--- src/rtl/rv_defs.sv ---
// Shared definitions for the data-memory path: load/store function codes,
// sequencer states and byte-select constants.
package rv_defs;

    // Load/store width codes (funct3-style): bit 2 = unsigned, [1:0] = size
    localparam logic [2:0] LDST_B  = 3'b000;
    localparam logic [2:0] LDST_H  = 3'b001;
    localparam logic [2:0] LDST_L  = 3'b010;
    localparam logic [2:0] LDST_BU = 3'b100;
    localparam logic [2:0] LDST_HU = 3'b101;

    typedef enum logic [1:0] {
        StIdle,
        StLoadWait,
        StStoreWait,
        StResp
    } dm_state_e;

    localparam logic [3:0] DM_SEL_B0 = 4'b0001;
    localparam logic [3:0] DM_SEL_H0 = 4'b0011;
    localparam logic [3:0] DM_SEL_H1 = 4'b1100;
    localparam logic [3:0] DM_SEL_W  = 4'b1111;

endpackage

--- src/rtl/rv_dm_lane_gen.sv ---
// Combinational byte-lane generator: byte enables, lane-replicated store data
// and misalignment flag from access width and low address bits.
module rv_dm_lane_gen
    import rv_defs::*;
(
    input  logic [2:0]  i_fun,
    input  logic [1:0]  i_addr,
    input  logic [31:0] i_wdata,
    output logic [3:0]  o_sel,
    output logic [31:0] o_data,
    output logic        o_misaligned
);

    always_comb begin
        o_sel        = DM_SEL_W;
        o_data       = i_wdata;
        o_misaligned = 1'b0;
        case (i_fun)
            LDST_B, LDST_BU: begin
                o_sel  = DM_SEL_B0 << i_addr;
                o_data = {4{i_wdata[7:0]}};
            end
            LDST_H, LDST_HU: begin
                o_sel        = i_addr[1] ? DM_SEL_H1 : DM_SEL_H0;
                o_data       = {2{i_wdata[15:0]}};
                o_misaligned = i_addr[0];
            end
            // Word and any unassigned code are treated as a full-word access
            default: o_misaligned = |i_addr;
        endcase
    end

endmodule

--- src/rtl/rv_dm_ctrl.sv ---
// Data-memory access sequencer: issues one load/store per request, waits for
// bus completion or timeout, and hands raw load data to writeback.
module rv_dm_ctrl
    import rv_defs::*;
#(
    parameter int unsigned TIMEOUT_CYCLES = 255,
    parameter int unsigned CNT_WIDTH      = 16
) (
    input  logic        clk_i,
    input  logic        rst_n_i,
    input  logic        x_req_i,
    input  logic        x_load_i,
    input  logic [2:0]  x_fun_i,
    input  logic [31:0] x_addr_i,
    input  logic [31:0] x_wdata_i,
    input  logic        w_stall_i,
    output logic [31:0] dm_addr_o,
    output logic [31:0] dm_data_s_o,
    output logic [3:0]  dm_sel_o,
    output logic        dm_load_o,
    output logic        dm_store_o,
    input  logic [31:0] dm_data_l_i,
    input  logic        dm_load_done_i,
    input  logic        dm_store_done_i,
    output logic [31:0] dm_data_l_o,
    output logic        dm_valid_l_o,
    output logic        stall_req_o,
    output logic        exc_misaligned_o,
    output logic        exc_bus_err_o
);

    localparam logic [CNT_WIDTH-1:0] TIMEOUT_LAST = CNT_WIDTH'(TIMEOUT_CYCLES - 1);

    dm_state_e            r_state, w_state_nxt;
    logic [CNT_WIDTH-1:0] r_cnt, w_cnt_nxt;
    logic [29:0]          r_addr;
    logic [3:0]           r_sel;
    logic [31:0]          r_wdata;
    logic [31:0]          r_rdata;
    logic                 r_exc_mis;
    logic                 r_exc_bus;

    logic [3:0]  w_sel;
    logic [31:0] w_data;
    logic        w_mis;
    logic        w_accept;
    logic        w_capture;
    logic        w_mis_pulse;
    logic        w_bus_err;

    rv_dm_lane_gen u_lane_gen (
        .i_fun        (x_fun_i),
        .i_addr       (x_addr_i[1:0]),
        .i_wdata      (x_wdata_i),
        .o_sel        (w_sel),
        .o_data       (w_data),
        .o_misaligned (w_mis)
    );

    always_comb begin
        w_state_nxt = r_state;
        w_cnt_nxt   = r_cnt;
        w_accept    = 1'b0;
        w_capture   = 1'b0;
        w_mis_pulse = 1'b0;
        w_bus_err   = 1'b0;
        case (r_state)
            StIdle: begin
                if (x_req_i) begin
                    if (w_mis) begin
                        w_mis_pulse = 1'b1;
                    end else begin
                        w_accept    = 1'b1;
                        w_cnt_nxt   = '0;
                        w_state_nxt = x_load_i ? StLoadWait : StStoreWait;
                    end
                end
            end
            StLoadWait: begin
                // Completion has priority over a timeout in the same cycle
                if (dm_load_done_i) begin
                    w_capture   = 1'b1;
                    w_state_nxt = StResp;
                end else if (r_cnt == TIMEOUT_LAST) begin
                    w_bus_err   = 1'b1;
                    w_state_nxt = StIdle;
                end else begin
                    w_cnt_nxt = r_cnt + CNT_WIDTH'(1);
                end
            end
            StStoreWait: begin
                if (dm_store_done_i) begin
                    w_state_nxt = StIdle;
                end else if (r_cnt == TIMEOUT_LAST) begin
                    w_bus_err   = 1'b1;
                    w_state_nxt = StIdle;
                end else begin
                    w_cnt_nxt = r_cnt + CNT_WIDTH'(1);
                end
            end
            StResp: begin
                if (!w_stall_i) begin
                    w_state_nxt = StIdle;
                end
            end
            default: w_state_nxt = StIdle;
        endcase
    end

    always_ff @(posedge clk_i or negedge rst_n_i) begin
        if (!rst_n_i) begin
            r_state   <= StIdle;
            r_cnt     <= '0;
            r_addr    <= '0;
            r_sel     <= '0;
            r_wdata   <= '0;
            r_rdata   <= '0;
            r_exc_mis <= 1'b0;
            r_exc_bus <= 1'b0;
        end else begin
            r_state   <= w_state_nxt;
            r_cnt     <= w_cnt_nxt;
            r_exc_mis <= w_mis_pulse;
            r_exc_bus <= w_bus_err;
            if (w_accept) begin
                r_addr  <= x_addr_i[31:2];
                r_sel   <= w_sel;
                r_wdata <= w_data;
            end
            if (w_capture) begin
                r_rdata <= dm_data_l_i;
            end
        end
    end

    assign dm_addr_o        = {r_addr, 2'b00};
    assign dm_data_s_o      = r_wdata;
    assign dm_sel_o         = r_sel;
    assign dm_load_o        = (r_state == StLoadWait);
    assign dm_store_o       = (r_state == StStoreWait);
    assign dm_data_l_o      = r_rdata;
    assign dm_valid_l_o     = (r_state == StResp);
    assign exc_misaligned_o = r_exc_mis;
    assign exc_bus_err_o    = r_exc_bus;
    assign stall_req_o      = ((r_state == StIdle) && x_req_i && !w_mis)
                              || dm_load_o || dm_store_o;

endmodule

--- config.mk ---
export PLATFORM = sky130hd
export DESIGN_NAME = rv_dm_ctrl
export DESIGN_NICKNAME = d
export VERILOG_FILES = /design/src/rtl/rv_defs.sv /design/src/rtl/rv_dm_lane_gen.sv /design/src/rtl/rv_dm_ctrl.sv
export SDC_FILE = /design/constraint.sdc
export NUM_CORES = 1
export LEC_CHECK = 0
export CAP_MARGIN = 0
export CORE_MARGIN = 3
export CORE_UTILIZATION = 39
export DETAILED_ROUTE_END_ITERATION = 10
export MAX_ROUTING_LAYER = met4
export PLACE_DENSITY = 0.81
export SLEW_MARGIN = 20
export SYNTH_ARGS = -nofsm -noshare
export SYNTH_HDL_FRONTEND = slang
export SYNTH_SLANG_ARGS = --single-unit
--- constraint.sdc ---
create_clock -name clk_i -period 1.9 [get_ports clk_i]
set_input_delay 0.38 -clock clk_i [delete_from_list [all_inputs] [get_ports clk_i]]
set_output_delay 0.38 -clock clk_i [all_outputs]
set_load 0.01 [all_outputs]
Word level (Yosys, flattened, before mapping)
Cells that the tools add are included.

storage, ports and cells
  logic and storage cells = 65
  input bits = 106
  bits in registers = 118

operators by class
  reductions and logical operators = 13
  mux-type cells = 30
  shifts and indexed selects = 1
  equality and inequality tests = 12
  add/subtract/negate cells = 1

operator list
  kind                                                   count
  two-way mux 16 bit                                     5
  case mux 32 bit (2 select lines)                       1
  case mux 16 bit (3 select lines)                       1
  adder 16 x 1 -> 16 bit (second input constant)         1
  equality test 16 x 8 -> 1 bit (second input constant)  1
  two-way mux 2 bit                                      7
  two-way mux 1 bit                                      11
  != test 2 bit (second input constant)                  5
  case mux 2 bit (4 select lines)                        1
  case mux 4 bit (2 select lines)                        1
  equality test 3 bit (second input constant)            2
  OR reduction 2 bit                                     3
  AND reduction 5 bit                                    1
  equality test 2 bit (second input constant)            2
  two-way mux 4 bit                                      1
  case mux 1 bit (2 select lines)                        2
  left shift 1 x 2 -> 4 bit (first input constant)       1
  equality test 3 x 1 -> 1 bit (second input constant)   1
  logical NOT 3 bit                                      1
  AND reduction 3 bit                                    1
  nonzero test 3 bit                                     1
  equality test 2 x 1 -> 1 bit (second input constant)   1
  logical AND 1 bit                                      2
  logical NOT 2 bit                                      1
  2 further kinds                                        3

Logic depth before layout (Yosys ltp)
Gate-level depths: netlist (run 1).

  depth in word-level cells = 7
  depth in mapped cells = 8
  depth with buffers taken out = 7

Hierarchy
Synthesis (run 1) repeated with hierarchy kept, for this count alone.

unflattened totals
  cells, all modules = 423
  area, all modules = 5467.7 µm²

by module, submodules not included
  module          area each (µm²)  times used  cells an instance
  rv_dm_ctrl      4946.0           1           360
  rv_dm_lane_gen  521.8            1           63

Worst setup path after synthesis (run 1)
No wires, ideal clock.

  kind = register to register
  start = register r_cnt[13]
  end = register r_state[0]
  data arrival time = 1.937 ns
  required time = 1.779 ns
  cell stages (with the launch flop) = 7
  library setup time = 0.121 ns
  setup slack = -0.158 ns
  period minus slack after synthesis = 2.058 ns
  path through = dfrtp_1 > or4_4 > or4_4 > buf_6 > nand2_4 > nand2_2 > a22o_1

between the ends
  cells in the longest elaborated chain, start to end = 4
  elaborated cells on any way between the ends = 5
  those cells by class = eq/ne: 1; mux: 4

RTL lines
  element                               RTL line                            text
  from (decl)                           rv_dm_ctrl.sv:35                    logic [CNT_WIDTH-1:0] r_cnt, w_cnt_nxt;
  from (signal assigned)                rv_dm_ctrl.sv:122                   r_cnt <= w_cnt_nxt;
  equality test 16 x 8 -> 1 bit (*)     rv_dm_ctrl.sv:84, rv_dm_ctrl.sv:94
  two-way mux 2 bit (*)                 -
  two-way mux 2 bit (on tied branches)  -
  case mux 2 bit (4 select lines) (*)   -
  to (signal assigned)                  rv_dm_ctrl.sv:112                   r_state <= StIdle;
  to (signal assigned)                  rv_dm_ctrl.sv:121                   r_state <= w_state_nxt;
  to (decl)                             rv_dm_ctrl.sv:34                    dm_state_e r_state, w_state_nxt;

Mark *: on every way between the ends. The rest lies on a longest branch, timed or not.
A chain may end at the register's enable or synchronous reset.

Final worst setup path (run 1)
  start = register r_cnt[12]
  end = register r_state[0]

Same word-level chain as after synthesis.

==> results.json, run 1 <==
{
  "status": "finished with violations",
  "violations": "negative setup slack",
  "p_leak_nw": 3.87,
  "grt_pass1_vias": 5068,
  "setup_slack_ps": -162,
  "wl_per_cell_um": 16.7,
  "ys_ff_latch": 118,
  "gp_congestion": 0.950,
  "overflow": 0,
  "grt_max_degree": 88,
  "dpl.hpwl_mm": 11.6,
  "syn_avg_cell_area_um2": 9.96,
  "stdcell_count": 960,
  "antenna_found_initial": 0,
  "grt_pass1_wl_mm": 25.7,
  "arrival_ps": 2360,
  "crit_type": "flop to flop",
  "holdCritPathClass": "primary input to asynchronous set/reset pin",
  "num_io_pins": 212,
  "maxSlewViolCount": 0,
  "power_density_mw_per_mm2": 1530,
  "grtUsageTotal_pct": 22.8,
  "p_int_mw": 8.75,
  "diodes": 0,
  "syn_inst": 526,
  "drt-initial-drc-count": 247,
  "period_share_pct": 109,
  "path_clk_slew_ps": 50,
  "rows": 41,
  "start_kind": "flop",
  "cts_tree": "built",
  "nets": 889,
  "max_freq_mhz": 485,
  "path_max_fanout": 7,
  "clkPwrFrac_pct": 23.9,
  "drive_gt1_share_pct": 19.0,
  "fp.dieH_um": 122,
  "cts_made_buffers": 17,
  "core_area_mm2": 0.0129,
  "finalCriticalPeriod_ps": 2060,
  "maxCapViolations": 0,
  "htreeDepth": 4,
  "dr.pass1.iters": 5,
  "ir_drop_mv": 1.02,
  "yosys_warnings": 0,
  "finClkSkew_ps": 6.46,
  "port_buffers": 208,
  "drt_wl_total_mm": 16.1,
  "vias": 4797,
  "endpoint_kind": "flop",
  "setup_viol": 12,
  "clk_latency_ps": 420,
  "avgViaCountPerCell": 5.00,
  "dpl.cell_count": 918,
  "route.detailed.drc": 0,
  "start_util_pct": 40.7,
  "crit_required_ps": 2200,
  "die_w_um": 122,
  "ant_nets": 0,
  "rsz0062_at_grt": "yes",
  "pre_cts_ws_ps": -483,
  "seqPwrFrac_pct": 32.0,
  "switchingPower_mw": 4.39,
  "num-fill-cells": 1000,
  "die-area_mm2": 0.0149,
  "clkSinkCount": 118,
  "sw_frac_of_total_pct": 33.4,
  "hold_ws_ps": 476,
  "combPwrFrac_pct": 44.1,
  "hold_viol": 0,
  "cts_buffer_depth": 2,
  "syn_to_final_growth_pct": 63.5,
  "netlist_area_mm2": 0.00524,
  "yosysSeqAreaShare_pct": 56.4,
  "synth_cell_types": 40,
  "finalPower_mw": 13.1,
  "clock-root-buffer": "clkbuf_16"
}
-- area by class of cell --
type                    count  area, µm²  area share (%)
flip-flops and latches    118       2950            34.5
repair buffers            258       2500            29.2
clock buffers              19        453            5.29
well taps                 172        215            2.51
inverters                   9       33.8           0.394
clock inverters            12        129            1.50
multi-input cells         372       2280            26.7
-- sequential cells by signal, summed over array words and instances, names as in the netlist --
name / cells
dm_data_l_o: 32
dm_data_s_o: 32
r_addr: 30
r_cnt: 16
dm_sel_o: 4
r_state: 2
exc_bus_err_o: 1
exc_misaligned_o: 1
-- critical path, cell delays in order, from the launching register on --
cell	delay (ps)
dfrtp_1	390
or4_4	530
or4_4	650
nand2_4	90
nand2_2	60
a22o_1	220
-- cell families after synthesis --
group | after synthesis | synth area share (%)
simple gates | 217 | 17.6
flops | 118 | 56.4
other cells | 1 | 0.0716
mux | 57 | 11.7
buf+inv | 37 | 3.25
compound gates | 89 | 9.46
fa+ha+maj | 7 | 1.67
-- cell usage in the layout (no fill, tap or decap), types with 14 or more instances in the layout --
cell type / instances
mux2_2: 32
dfrtp_1: 118
a21oi_1: 14
clkdlybuf4s50_1: 201
nor2_1: 21
o21ai_0: 33
mux2i_1: 25
buf_4: 44
clkbuf_16: 17
nand2_1: 150
-- timing repair --
action                                 in CTS  in global routing
setup endpoints to repair                  21                 21
pin swaps                                   4                  8
resized for setup                          43                 20
hold buffers                                1                  0
cloned                                      0                  0
setup buffers                               6                  4
endpoints found under the hold margin      34                  0
-- Yosys cell counts --
library cell  number  area share (%)
buf_4              2            0.29
nand4_1            4            0.48
ha_1               7             1.7
a21oi_1           20             1.9
conb_1             1           0.072
dfrtp_1          118              56
nand4b_1           1            0.17
a22oi_1            1            0.14
and2_1             1            0.12
or3_2              1            0.14
o21bai_1           1            0.14
nand2_2            1            0.12
mux2i_1           25             4.8
o21ai_0           45             4.3
clkbuf_1          21             1.5
buf_1              1           0.072
nor2_1            22             1.6
a211o_1            1            0.17
buf_6              3            0.64
nor3_1             3            0.29
o21ai_1            2            0.19
nor2b_1            2            0.24
and3_1             2            0.24
or4_4              2            0.43
nand2b_1           3            0.36
nand3_1           14             1.3
mux2_2            32             6.9
a41oi_1            1            0.17
a31oi_1            9             1.1
or4_1              1            0.14
and3_2             1            0.14
or3_1              1            0.12
nand2_4            1            0.21
o31ai_1            6            0.86
a221oi_1           1            0.17
nor4_1             4            0.48
nand2_1          153              11
a22o_1             2            0.33
inv_1              9            0.64
buf_2              1           0.095
-- final timing paths --
kind / startpoint / end / slack, ps / depth (start not counted)
worst min-delay path: rst_n_i / r_state[0] / 480 / 2
min in group clk_i: r_addr[1] / r_addr[1] / 480 / 2
worst min register to register: r_addr[1] / r_addr[1] / 480 / 2
worst max-delay path: r_cnt[12] / r_state[0] / -160 / 5
max in group asynchronous: rst_n_i / r_addr[14] / 820 / 3
worst max register to register: r_cnt[12] / r_state[0] / -160 / 5
-- through the flow --
stage / setup TNS (ps) / area, µm² / util [%]
global placement: -4510 / 7760 / 60.2
floorplan: -241 / 5250 / -
global route: -1810 / 8570 / 66.5
CTS: -732 / 8500 / 66.0
detailed placement: -7610 / 7760 / 60.2
finish: -1030 / 8570 / 66.5
-- routing by layer --
layer  wire length [µm]  global-route usage (%)  share of wire (%)
met1               6560                    27.1                 41
met2               8090                    36.8                 50
met3               1110                    6.87                6.9
met4                320                    8.61                2.0
met5                  0                       -                  0
-- power groups by stage --
stage / clock network [mW] / registers [mW] / logic [mW]
CTS: 3.19 / 4.21 / 5.75
floorplan: 0 / 4.65 / 1.75
global route: 3.31 / 4.34 / 6.25
detailed placement: 0 / 4.23 / 5.51
finish: 3.14 / 4.21 / 5.79
global placement: 0 / 4.17 / 5.40
No activity file was read; power rests on OpenSTA's default activity.
==> inputs of run 2 (changes only) <==
--- a/config.mk
+++ b/config.mk
@@ -15,3 +15,4 @@
 export SYNTH_ARGS = -nofsm -noshare
 export SYNTH_HDL_FRONTEND = slang
 export SYNTH_SLANG_ARGS = --single-unit
+export TNS_END_PERCENT = 30
==> results.json, run 2 (synthesized netlist as in run 1, its figures left out) <==
{
  "slew_headroom_pct": 66.6,
  "num_io_pins": 212,
  "syn_to_final_growth_pct": 63.5,
  "maxSlewViolCount": 0,
  "crit_top_cell": "or4_4",
  "switchingPower_mw": 4.29,
  "overflow": 0,
  "sw_frac_of_total_pct": 32.5,
  "worst_pin_slew_ps": 502,
  "clkSinkCount": 118,
  "rows": 41,
  "avgViaCountPerCell": 5.11,
  "setup_viol": 11,
  "antenna_found_initial": 0,
  "hold_ws_ps": 386,
  "grt_max_degree": 84,
  "holdCritPathClass": "primary input to flop",
  "max_freq_mhz": 485,
  "hold_viol": 0,
  "route.detailed.drc": 0,
  "max_stage_delay_ps": 630,
  "crit_required_ps": 2190,
  "cts_made_buffers": 17,
  "violations": "negative setup slack",
  "combPwrFrac_pct": 44.2,
  "finalPower_mw": 13.2,
  "cts_buffer_depth": 2,
  "cts_tree": "built",
  "critPathBufInv": 0,
  "maxCapViolations": 0,
  "rsz0062_at_grt": "yes",
  "drive_gt1_share_pct": 18.0,
  "crit_type": "flop to flop",
  "core_area_mm2": 0.0129,
  "clock-root-buffer": "clkbuf_16",
  "clk_latency_ps": 410,
  "hp-start": "x_addr_i[0]",
  "drt_wl_total_mm": 16.7,
  "final_common_cell": "clkdlybuf4s50_1",
  "die_w_um": 122,
  "gp_congestion": 0.957,
  "finalCriticalPeriod_ps": 2060,
  "slowest_stage": "or4_4",
  "port_buffers": 208,
  "fp.dieH_um": 122,
  "holdPathStages": 2,
  "dr.pass1.iters": 5,
  "timing.rr.end": "r_state[1]",
  "vias": 4883,
  "min_to": "dm_sel_o[0]",
  "status": "finished with violations",
  "p_leak_nw": 3.87,
  "ant_nets": 0,
  "grt_pass1_vias": 5341,
  "power_density_mw_per_mm2": 1540,
  "cp_cell_sequence": "or4_4 -> or4_4 -> nand2_4 -> nand2_2 -> a22o_1",
  "clkPwrFrac_pct": 23.9,
  "nets": 887,
  "drt-initial-drc-count": 185,
  "r2r_cells": 5,
  "die-area_mm2": 0.0149,
  "seqPwrFrac_pct": 31.9,
  "start_kind": "flop",
  "period_share_pct": 109,
  "path_clk_slew_ps": 50,
  "setup_slack_ps": -162,
  "p_int_mw": 8.92,
  "diodes": 0,
  "endpoint_kind": "flop",
  "path_max_fanout": 7,
  "pre_cts_ws_ps": -515,
  "ir_drop_mv": 0.953,
  "finClkSkew_ps": 12.6,
  "utilization_pct": 66.5,
  "layout_common_cells": "clkdlybuf4s50_1 (200), nand2_1 (149), dfrtp_1 (118)",
  "start_util_pct": 40.7,
  "worst_path_dominant_cell_family": "simple AND/OR/NAND/NOR gates",
  "htreeDepth": 4,
  "grt_pass1_wl_mm": 26.2,
  "dpl.hpwl_mm": 11.8,
  "r2r_slack_ps": -160,
  "grtUsageTotal_pct": 23.5,
  "arrival_ps": 2350,
  "r2r-start": "r_cnt[15]",
  "wl_per_cell_um": 17.4
}
==> run 2: changes by cell type in the layout (fill, tap and decap cells not counted), moves of 3 or more <==
cell	previous run	this run
clkbuf_8	2	6
clkinvlp_4	6	0
clkbuf_1	0	3
o21ai_1	13	4
a21oi_1	14	19
a21oi_2	6	1
o21ai_0	33	41
==> run 2: how the worst max path moves through the flow <==
stage | from | end | slack, ps | cells after the start
2_1_floorplan | r_cnt[12] | r_state[0] | -90 | 6
3_3_place_gp | x_fun_i[1] | stall_req_o | -530 | 6
3_5_place_dp | x_fun_i[1] | stall_req_o | -520 | 6
4_1_cts | r_state[0] | stall_req_o | -140 | 6
5_1_grt | r_cnt[15] | r_cnt[8] | -210 | 5
6_report | r_cnt[15] | r_state[1] | -160 | 5
==> run 2: timing repair <==
| item | CTS | global route |
|---|---|---|
| cloned | 0 | 0 |
| hold buffers | 1 | 0 |
| gates resized for setup | 32 | 22 |
| setup buffers | 2 | 2 |
| endpoints found under the hold margin | 28 | 0 |
| pin swaps | 5 | 6 |
| endpoints found under the setup margin | 19 | 21 |
==> run 2: per-layer routing <==
metal / GRT usage [%] / up-vias / wire (µm)
met1: 26.7 / 2313 / 6510
met3: 6.13 / 61 / 1120
li1: - / 2282 / -
met4: 11.3 / 0 / 581
met2: 38.7 / 227 / 8450
met5: - / - / 0
==> run 2: cell type report <==
| class | instances | area [µm²] |
|---|---|---|
| fillers | 961 | 4310 |
| flip-flops and latches | 118 | 2950 |
| repair buffers | 256 | 2500 |
| multi-input cells | 372 | 2280 |
| clock buffers | 26 | 519 |
| well taps | 172 | 215 |
| clock inverters | 3 | 65.1 |
| inverters | 9 | 33.8 |
==> run 2: metrics by stage <==
stage / instance area (µm²) / std cells / setup TNS [ps]
CTS: 8460 / 954 / -984
global route: 8570 / 956 / -2030
global placement: 7790 / 922 / -10220
detailed placement: 7790 / 922 / -13370
floorplan: 5250 / 527 / -241
finish: 8570 / 956 / -1040
==> run 2: power groups by stage <==
| stage | registers (mW) | logic [mW] | clock network [mW] |
|---|---|---|---|
| after floorplan | 4.65 | 1.75 | 0 |
| after global placement | 4.16 | 5.43 | 0 |
| after detailed placement | 4.24 | 5.58 | 0 |
| after CTS | 4.22 | 5.73 | 3.21 |
| after global routing | 4.35 | 6.29 | 3.34 |
| final | 4.22 | 5.84 | 3.15 |
